**src/rtl/distributor_pkg.sv**
```systemverilog
// Shared types for the 1-to-4 distributor: channel count, channel index and slot states.
package distributor_pkg;

    localparam int unsigned CH_NUM = 4;

    typedef logic [1:0] sel_t;

    typedef enum logic {
        EMPTY = 1'b0,
        FULL  = 1'b1
    } slot_state_t;

endpackage

```
**src/rtl/dist_slot.sv**
```systemverilog
// One output channel of the distributor: a single data register plus its EMPTY/FULL
// state machine. A load always wins over a same-cycle drain, so a full slot refills bubble-free.
module dist_slot
    import distributor_pkg::*;
#(
    parameter int unsigned WIDTH = 4
) (
    input  logic             iClk,
    input  logic             iRst,
    input  logic             iLoad,
    input  logic [WIDTH-1:0] iData,
    input  logic             iDrain,
    output logic [WIDTH-1:0] oData,
    output logic             oValid
);

    slot_state_t      stateQ, stateD;
    logic [WIDTH-1:0] dataQ;

    always_ff @(posedge iClk) begin
        if (iRst) begin
            stateQ <= EMPTY;
        end else begin
            stateQ <= stateD;
        end
    end

    // Draining leaves the register untouched; only a load or reset changes the data.
    always_ff @(posedge iClk) begin
        if (iRst) begin
            dataQ <= '0;
        end else if (iLoad) begin
            dataQ <= iData;
        end
    end

    always_comb begin
        stateD = stateQ;
        unique case (stateQ)
            EMPTY: begin
                if (iLoad) begin
                    stateD = FULL;
                end
            end
            FULL: begin
                if (iDrain && !iLoad) begin
                    stateD = EMPTY;
                end
            end
            default: stateD = EMPTY;
        endcase
    end

    assign oData  = dataQ;
    assign oValid = (stateQ == FULL);

endmodule

```
**src/rtl/distributor_14.sv**
```systemverilog
// 1-to-4 data distributor with per-channel valid/ready and an accepted-word counter.
// Define AUTO_RR_EN to replace the iS1/iS0 select with an accept-driven round-robin pointer.
module distributor_14
    import distributor_pkg::*;
#(
    parameter int unsigned WIDTH = 4,
    parameter int unsigned CNT_W = 8
) (
    input  logic             iClk,
    input  logic             iRst,
    input  logic [WIDTH-1:0] iData,
    input  logic             iValid,
    output logic             oReady,
    input  logic             iS1,
    input  logic             iS0,
    output logic [WIDTH-1:0] oZ0,
    output logic [WIDTH-1:0] oZ1,
    output logic [WIDTH-1:0] oZ2,
    output logic [WIDTH-1:0] oZ3,
    output logic [3:0]       oValid,
    input  logic [3:0]       iReady,
    output logic [CNT_W-1:0] oCount
);

    sel_t             sel;
    logic             accept;
    logic [3:0]       load;
    logic [WIDTH-1:0] slotData [CH_NUM];
    logic [CNT_W-1:0] countQ;

`ifdef AUTO_RR_EN
    sel_t rrPtrQ;
    logic unusedSel;

    assign unusedSel = iS1 ^ iS0;

    // The pointer only moves on accept, so a stalled channel holds the input rather than being skipped.
    always_ff @(posedge iClk) begin
        if (iRst) begin
            rrPtrQ <= '0;
        end else if (accept) begin
            rrPtrQ <= rrPtrQ + 2'd1;
        end
    end

    assign sel = rrPtrQ;
`else
    assign sel = {iS1, iS0};
`endif

    assign oReady = ~oValid[sel] | iReady[sel];
    assign accept = iValid & oReady;

    always_comb begin
        load = '0;
        load[sel] = accept;
    end

    for (genvar k = 0; k < CH_NUM; k++) begin : gSlot
        dist_slot #(
            .WIDTH (WIDTH)
        ) uSlot (
            .iClk   (iClk),
            .iRst   (iRst),
            .iLoad  (load[k]),
            .iData  (iData),
            .iDrain (iReady[k]),
            .oData  (slotData[k]),
            .oValid (oValid[k])
        );
    end

    always_ff @(posedge iClk) begin
        if (iRst) begin
            countQ <= '0;
        end else if (accept) begin
            countQ <= countQ + 1'b1;
        end
    end

    assign oCount = countQ;
    assign oZ0    = slotData[0];
    assign oZ1    = slotData[1];
    assign oZ2    = slotData[2];
    assign oZ3    = slotData[3];

endmodule

```
**config.mk**
```make
export PLATFORM = sky130hd
export DESIGN_NAME = distributor_14
export DESIGN_NICKNAME = d
export VERILOG_FILES = /design/src/rtl/distributor_pkg.sv /design/src/rtl/dist_slot.sv /design/src/rtl/distributor_14.sv
export SDC_FILE = /design/constraint.sdc
export NUM_CORES = 1
export LEC_CHECK = 0
export CORE_UTILIZATION = 43
export CTS_CLUSTER_SIZE = 12
export DETAILED_ROUTE_END_ITERATION = 8
export MAX_ROUTING_LAYER = met4
export PLACE_DENSITY = 0.75
export SYNTH_ARGS = -nofsm -noshare
export SYNTH_HDL_FRONTEND = slang
export SYNTH_SLANG_ARGS = --single-unit
```
**constraint.sdc**
```tcl
create_clock -name iClk -period 2.25 [get_ports iClk]
set_clock_uncertainty 0.15 [all_clocks]
set_input_delay 0.45 -clock iClk [delete_from_list [all_inputs] [get_ports iClk]]
set_output_delay 0.45 -clock iClk [all_outputs]
set_load 0.02 [all_outputs]
```
---- Word level (Yosys, flattened, before mapping) ----
Index checks and enable logic that the tools add are counted.
operators by class
  multiplexer cells ....................... 18
  $add $sub $neg .......................... 1
  $lt $le $gt $ge ......................... 2
  reductions and logical operators ........ 9
  bitwise logic cells ..................... 8
operator list
  kind                                                         count
  2-to-1 mux 1 bit                                             11
  adder 8 x 1 -> 8 bit (second input constant)                 1
  one-hot mux 1 bit (2 select lines)                           4
  logical AND 1 bit                                            5
  NOT 1 bit                                                    5
  bitwise AND 4 bit                                            1
  binary-select mux 1 bit (select 2 bit)                       2
  logical NOT 1 bit                                            4
  less-than comparator 2 x 3 -> 1 bit (second input constant)  1
  demux 1 bit (select 2 bit)                                   1
  >= comparator 2 x 1 -> 1 bit (second input constant)         1
  bitwise AND 1 bit                                            1
  bitwise OR 1 bit                                             1
storage, ports and cells
  register bits after elaboration ......... 28
  logic and storage cells ................. 47
  output and inout port bits .............. 29
  input port bits ......................... 13

---- Depth between registers and ports, before layout ----
Gate-level depths: netlist of the first run.
  depth in word-level cells ............... 10
  depth in mapped cells ................... 6
  gate-level depth less buffers ........... 5

---- Cells and area by module ----
Synthesis of the first run repeated with hierarchy kept, for this count alone.
unflattened totals
  cell total of the unflattened synthesis .. 126
  area total of the unflattened synthesis .. 1202.4 um^2
by module, submodules not included
  module          area each (um^2)  times used  seq. area each (um^2)  cells an instance
  dist_slot       181.4             4           100.1                  17
  distributor_14  476.7             1           160.2                  58

---- Worst setup path before layout of the first run ----
No wires, ideal clock.
  path kind ............................... input-to-output
  from .................................... input port iReady[2]
  to ...................................... output port oReady
  stages on the path ...................... 4
  arrival time ............................ 1337 ps
  setup slack ............................. 313 ps
  buffers on the path ..................... 1
  cell sequence ........................... nor2b_1 > mux4_2 > buf_2 > inv_1
between the ends
  cells in the longest elaborated chain, start to end .. 3
ends and longest elaborated chain
  element                                 RTL line              RTL
  from (decl)                             distributor_14.sv:21  input logic [3:0] iReady,
  binary-select mux 1 bit (select 2 bit)  distributor_14.sv:51  assign oReady = ~oValid[sel] | iReady[sel];
  2-to-1 mux 1 bit (not written as such)  distributor_14.sv:51
  bitwise OR 1 bit                        distributor_14.sv:51
  to (decl)                               distributor_14.sv:13  output logic oReady,
No other way between the ends. The select of a mux whose other input is x is not followed.

---- Worst setup path in the final report of the first run ----
  from .................................... register gSlot[3].uSlot.stateQ
  to ...................................... output port oReady
between the ends
  cells in the longest elaborated chain, start to end .. 4
ends and longest elaborated chain
  element                                 RTL line              RTL
  from (decl)                             dist_slot.sv:17       slot_state_t stateQ, stateD;
  from (signal assigned)                  dist_slot.sv:24       stateQ <= stateD;
  binary-select mux 1 bit (select 2 bit)  distributor_14.sv:51
  2-to-1 mux 1 bit (not written as such)  distributor_14.sv:51
  NOT 1 bit                               distributor_14.sv:51
  bitwise OR 1 bit                        distributor_14.sv:51
No other way between the ends. The select of a mux whose other input is x is not followed.

==> summary.md, run 1 <==
| Metric | Value |
|---|---|
| Hold Fails Final Rpt | 0 |
| Via/cell ratio | 5.292 |
| Hold path depth | 3 |
| Placed instance area | 1644 um2 |
| Die footprint | 2912 um2 |
| Post-Synth Simple-Gate Area | 0.2134 |
| Worst path bufs/invs | 2 |
| First-pass GRT wire length | 4.243 mm |
| Initial antenna violation count | 0 |
| WHS | 266.6 ps |
| Netlist cell types | 22 |
| Seq cells post-synth | 28 |
| Relative slew slack | 0.7835 |
| Internal power component | 764.5 uW |
| DRC | 0 |
| Pre-CTS setup slack | -506.2 ps |
| Worst-margin pin slew | 323.7 ps |
| Worst VDD drop | 431.6 uV |
| Final antenna-violating net count | 0 |
| Synthesized cell area | 1161 um2 |
| H-tree depth | 1 |
| Slowest CP cell | mux4_2 |
| DR vias | 1069 |
| Area Growth Syn to Fin | 47.09% |
| Share of layout cells above drive strength 1 | 0.1337 |
| Mux share of post-synthesis cell area | 0.1573 |
| Crit Path Class | register to output port |
| Final Max Slew Viols | 0 |
| Combinational share of power | 0.143 |
| Largest family of logic cells by synthesized area | simple AND/OR/NAND/NOR gates |
| Period utilization | 0.9326 |
| Worst path cell trace | nor2b_1, mux4_2, inv_2, buf_6 |
| WL final | 2.630 mm |
| Reg power frac | 0.525 |
| Adder-cell share of the synthesized area | 0.01078 |
| CP arrival | 1500 ps |
| Worst path depth | 4 |
| Post-route minimum period | 2098 ps |
| Drt initial violations | 14 |
| Clock power share | 0.332 |
| P_leak | 0.6801 nW |
| Die Height | 53.97 um |
| Grt total ovfl | 0 |
| Fmax | 0.4765 GHz |
| Overall Global Routing Usage | 0.2061 |
| Root Buffer | clkbuf_4 |
| I/O Buffers | 41 |
| Placed Instances | 198 |
| Area contributors post-synth | dfxtp_1 48%, mux2i_1 14%, nor2_1 6.8% |
| Vias in the first global route | 987 |
| NumNets Final | 187 |
| Compound-Gate Fraction of Synth Area | 0.08190 |
| Synth warn | 0 |
| Worst skew pair latency | 320 ps |
| Power Density | 581.0 nW/um2 |
| Required time of the critical path | 1650 ps |
| HPWL after detailed placement | 1.930 mm |
| Switching share of power | 0.2296 |
| Crit path largest cell delay | 490 ps |
| Register area share after synthesis | 0.4828 |
| CTS clk-pin slew, worst paths | 150 ps |
| Delay-heaviest family, CP | multiplexers |
| Row count | 18 |
| Crit start category | register |
| Post-Synthesis Cells | 125 |
| XOR/XNOR Fraction of Synth Area | 0 |
| CTS max path bufs | 2 |
| Reg2Reg Depth | 5 |
| Initial Utilization | 0.4603 |
| Drt first pass iters | 4 |
| Hold WC Path Type | input port to register |
| Non-Filler Instances | 202 |
| Core Area | 2522 um2 |
| Diodes inserted | 0 |
| Max-Cap Viols | 0 |
| CTS tree | built |
| Drt wl/cell | 13.02 um |
| Final instance area | 1708 um2 |
| Crit Path Max Fanout | 2 |
| Cts bufs inserted | 3 |
| Final setup fails | 0 |
| Switching power total | 227.9 uW |
| Setup ws final | 151.6 ps |
| Post-synth net total | 139 |
| Status | finished, final reports clean |
| Largest area contributor in the netlist | dfxtp_1 |
| Avg Cell Area, Syn | 9.289 um2 |
| Largest net degree at the start of global routing | 21 |
| Die width | 53.97 um |
| Top-area cell type share of the netlist area | 0.4828 |
| Ports | 42 |
| Setup TNS | 0 ps |
| Final GP Congestion | 0.7546 |
| CTS sink count | 28 |
| Crit path capture type | output port |
| RSZ-0062 raised after global routing | false |
[path summary, 6_finish.rpt]
path	endpoint	start	slack, ps
worst max-delay path	oReady	gSlot[3].uSlot.oValid	150
worst min-delay path	gSlot[0].uSlot.oValid	iReady[0]	270
worst max register to register	oCount[6]	gSlot[3].uSlot.oValid	220
worst min register to register	oCount[7]	oCount[7]	350
[synth_stat cells, drive strengths merged]
| cell | instances |
|---|---|
| or3 | 5 |
| buf | 7 |
| a21oi | 10 |
| mux4 | 1 |
| ha | 1 |
| nand2 | 5 |
| dfxtp | 28 |
| mux2i | 16 |
| nor2b | 4 |
| clkbuf | 3 |
| inv | 2 |
| or4 | 3 |
| and3 | 1 |
| nor2 | 21 |
| o31ai | 2 |
| nand2b | 3 |
| nand3 | 4 |
| o21ai | 6 |
| nand4 | 1 |
| nor3 | 2 |
[logic make-up after synthesis]
| kind of cell | after synthesis |
|---|---|
| buf+inv | 12 |
| flops | 28 |
| simple gates | 49 |
| mux | 17 |
| compound gates | 18 |
| fa+ha+maj | 1 |
[cells in the final DEF (no fill, tap or decap), drive strengths merged]
| cell type | count |
|---|---|
| nor2 | 21 |
| ha | 1 |
| dlygate4sd2 | 2 |
| o21ai | 6 |
| and3 | 1 |
| nor3 | 2 |
| or4 | 3 |
| nand3 | 4 |
| nand2 | 5 |
| nand4 | 1 |
| o31ai | 2 |
| buf | 13 |
| nand2b | 3 |
| clkdlybuf4s50 | 35 |
| nor2b | 4 |
| mux2i | 16 |
| dlymetal6s2s | 3 |
| mux4 | 1 |
| clkbuf | 3 |
| inv | 2 |
| bufinv | 1 |
| dfxtp | 28 |
| or3 | 5 |
| a21oi | 10 |
[metrics by stage]
stage	util	power [mW]
floorplan	-	0.6005
global placement	0.6518	0.6706
detailed placement	0.6518	0.6743
CTS	0.6721	1.002
global route	0.6771	1.032
finish	0.6771	0.9923
[final cells by class]
type	instances	area (um2)
Fill cell	225	814.5
Multi-Input combinational cell	85	543.0
Clock inverter	1	30.03
Inverter	2	7.507
Sequential cell	28	560.5
Tap cell	30	37.54
Clock buffer	3	22.52
Timing Repair Buffer	53	506.7
[what timing repair did]
| item | CTS | global route |
|---|---|---|
| hold buffers | 0 | 0 |
| endpoints found under the hold margin | 0 | 0 |
| endpoints found under the setup margin | 1 | 2 |
| buffers inserted | 0 | 0 |
| gates resized for setup | 9 | 5 |
[layer usage]
metal	wire, um	part of all wire	vias to the layer above	track usage
met3	124	0.047	4	0.03107
met4	35	0.013	0	0.07456
met2	1284	0.49	35	0.3436
li1	-	-	522	-
met1	1186	0.45	508	0.2491
met5	0	0	-	-
[power by group through the flow]
stage	Combinational [mW]	Clock (mW)	Sequential, mW
finish	0.142	0.329	0.521
global route	0.152	0.357	0.524
CTS	0.143	0.338	0.521
detailed placement	0.142	0	0.532
global placement	0.140	0	0.531
floorplan	0.0545	0	0.546
[tightest hold or removal path, stage by stage]
cell and delay, ps:
dlymetal6s2s_1 100, nand2b_1 110, a21oi_1 50
[flip-flops by register name (all words and copies together) (netlist names)]
| signal | flops |
|---|---|
| gSlot.uSlot.oValid | 4 |
| oCount | 8 |
| gSlot.uSlot.oData | 16 |
Power figures use the tool's default switching activity.
==> run 2: changes to the inputs <==
--- a/config.mk
+++ b/config.mk
@@ -5,11 +5,12 @@
 export SDC_FILE = /design/constraint.sdc
 export NUM_CORES = 1
 export LEC_CHECK = 0
-export CORE_UTILIZATION = 43
+export CORE_UTILIZATION = 60
 export CTS_CLUSTER_SIZE = 12
 export DETAILED_ROUTE_END_ITERATION = 8
+export DONT_BUFFER_PORTS = 1
 export MAX_ROUTING_LAYER = met4
-export PLACE_DENSITY = 0.75
+export PLACE_DENSITY = 0.76
 export SYNTH_ARGS = -nofsm -noshare
 export SYNTH_HDL_FRONTEND = slang
 export SYNTH_SLANG_ARGS = --single-unit
==> run 2 against run 1 <==
  * Hold slack lost 240 ps
  * Non-clock buffer count down 50
  * Critical path depth up 1
  * Final area fell by 30%
  * Sequential power is 3.8% higher
  * Power down 17%
  * Fmax is 1.4% lower
  * Core utilization is 0.23 points higher
  * Sequential cell count is the same
  * Setup slack lost 31 ps
  * Highest routed layer unchanged
==> summary.md, run 2 (same netlist as run 1, synthesis figures left out) <==
| Metric | Value |
|---|---|
| Final antenna-violating net count | 0 (unchanged) |
| Non-Filler Instances | 147 (-27%) |
| FF/Latch Area | 560.5 um2 (unchanged) |
| Die width | 45.99 um (-15%) |
| Die footprint | 2115 um2 (-27%) |
| Fmax | 0.4696 GHz (-1.4%) |
| DRC | 0 (unchanged) |
| I/O Buffers | 0 (-100%) |
| Worst path cell trace | nor2b_1, mux4_2, buf_4, or4_1, a21oi_1 |
| DR vias | 848 (-21%) |
| WL final | 2.185 mm (-17%) |
| Relative slew slack | 0.6503 (-0.1332) |
| P_leak | 0.4476 nW (-34%) |
| Placed instance area | 1145 um2 (-30%) |
| Power Density | 690.8 nW/um2 (+19%) |
| Drt first pass iters | 5 (+1) |
| Final Max Slew Viols | 0 (unchanged) |
| Worst VDD drop | 665.4 uV (+54%) |
| Final-layout fill cell count | 154 (-32%) |
| Core Area | 1764 um2 (-30%) |
| Crit Path Max Fanout | 15 (+13) |
| Crit path capture type | register |
| NumNets Final | 137 (-27%) |
| CP arrival | 2250 ps (+750 ps) |
| CTS clk-pin slew, worst paths | 150 ps (about the same) |
| CTS tree | built |
| Cts bufs inserted | 3 (unchanged) |
| Multi-input logic area | 538.0 um2 (-0.92%) |
| Final setup fails | 0 (unchanged) |
| Hold Fails Final Rpt | 0 (unchanged) |
| Vias in the first global route | 803 (-19%) |
| Initial antenna violation count | 0 (unchanged) |
| Row count | 15 (-3) |
| Crit Path Class | register to register |
| Ports | 42 (unchanged) |
| Final GP Congestion | 0.7955 (+5.4%) |
| Root Buffer | clkbuf_4 |
| Slowest CP cell | or4_1 |
| Crit start category | register |
| Period utilization | 0.9464 (+0.01372) |
| Post-route minimum period | 2129 ps (+30.87 ps) |
| Commonest non-fill, non-tap cells in the layout | 28 x dfxtp_1, 21 x nor2_1, 16 x mux2i_1, 10 x a21oi_1, 6 x o21ai_0 |
| Required time of the critical path | 2370 ps (+720 ps) |
| HPWL after detailed placement | 1.584 mm (-18%) |
| H-tree depth | 1 (unchanged) |
| Setup TNS | 0 ps (unchanged) |
| Delay-heaviest family, CP | simple AND/OR/NAND/NOR gates |
| Placed Instances | 141 (-29%) |
| CTS max path bufs | 2 (unchanged) |
| Drt initial violations | 9 (-5) |
| Overall Power | 828.0 uW (-17%) |
| Overall Global Routing Usage | 0.2360 (+0.02993) |
| First-pass GRT wire length | 3.450 mm (-19%) |
| Commonest non-fill, non-tap cell in the layout | dfxtp_1 |
| Hold WC Path Type | input port to register |
| Diodes inserted | 0 (unchanged) |
| Initial Utilization | 0.6582 (+0.1978) |
| Grt total ovfl | 0 (unchanged) |
| CTS sink count | 28 (unchanged) |
| Status | finished, final reports clean |
| Worst-margin pin slew | 521.6 ps (+197.9 ps) |
| Share of layout cells above drive strength 1 | 0.08197 (-0.05175) |
| Via/cell ratio | 5.769 (+9.0%) |
| Drt wl/cell | 14.86 um (+14%) |
| Crit path largest cell delay | 520 ps (+30 ps) |
| Worst skew pair latency | 320 ps (about the same) |
| Die Height | 45.99 um (-15%) |
| RSZ-0062 raised after global routing | false |
| Largest net degree at the start of global routing | 29 (+38%) |
| Max-Cap Viols | 0 (unchanged) |
| Area Growth Syn to Fin | 3.233% |
| Worst path bufs/invs | 1 (-1) |
| Final instance area | 1199 um2 (-30%) |
| Largest register FFs | 16 (unchanged) |
==> run 2: cell types whose count changed in the layout (fill, tap and decap cells not counted), sizes merged <==
| cell | previous run | this run |
|---|---|---|
| dlygate4sd2 | 2 | 0 |
| dlymetal6s2s | 3 | 0 |
| buf | 13 | 2 |
| bufinv | 1 | 0 |
| dlygate4sd3 | 0 | 1 |
| clkbuf | 3 | 4 |
| clkdlybuf4s50 | 35 | 0 |
==> run 2: stage by stage <==
stage / utilization / setup WS, ps / hold WS (ps)
6_report: 0.6794 / 120.7 / 30.20
5_1_grt: 0.6794 / 44.13 / 2.181
4_1_cts: 0.6738 / 123.5 / 14.71
3_5_place_dp: 0.6489 / 199.9 / 373.7
3_3_place_gp: 0.6489 / 238.7 / 370.9
2_1_floorplan: - / 312.8 / 304.0
==> run 2: cell type report <==
class,count,share of cell area
sequential,28,0.4676
multi-input combinational,85,0.4489
clock buffer,4,0.03027
tap,25,0.02610
timing repair buffer,3,0.02088
inverter,2,0.006263
==> run 2: final timing paths <==
path / slack [ps] / start / end / depth (start not counted)
max: 120 / gSlot[1].uSlot.oValid / oCount[6] / 5
min: 30 / iRst / oCount[7] / 1
max reg2reg: 120 / gSlot[1].uSlot.oValid / oCount[6] / 5
min reg2reg: 430 / gSlot[0].uSlot.oValid / gSlot[0].uSlot.oValid / 2
==> run 2: power by group <==
group / internal (mW) / switching [mW]
logic: 0.0245 / 0.0251
clock network: 0.0988 / 0.139
registers: 0.511 / 0.0293
total: 0.635 / 0.193
==> run 2: routing by layer <==
metal,vias to the layer above,part of all wire,GRT usage
met5,-,0,-
met4,0,0.0041,0.07647
met3,2,0.080,0.07937
met2,31,0.49,0.3775
met1,392,0.43,0.2768
li1,423,-,-
==> run 2: repair_timing <==
action                     in CTS  in global routing
hold buffers                    0                  1
gates resized for setup         1                  0
buffers inserted                1                  0
hold endpoints to repair        0                  2
setup endpoints to repair       1                  0
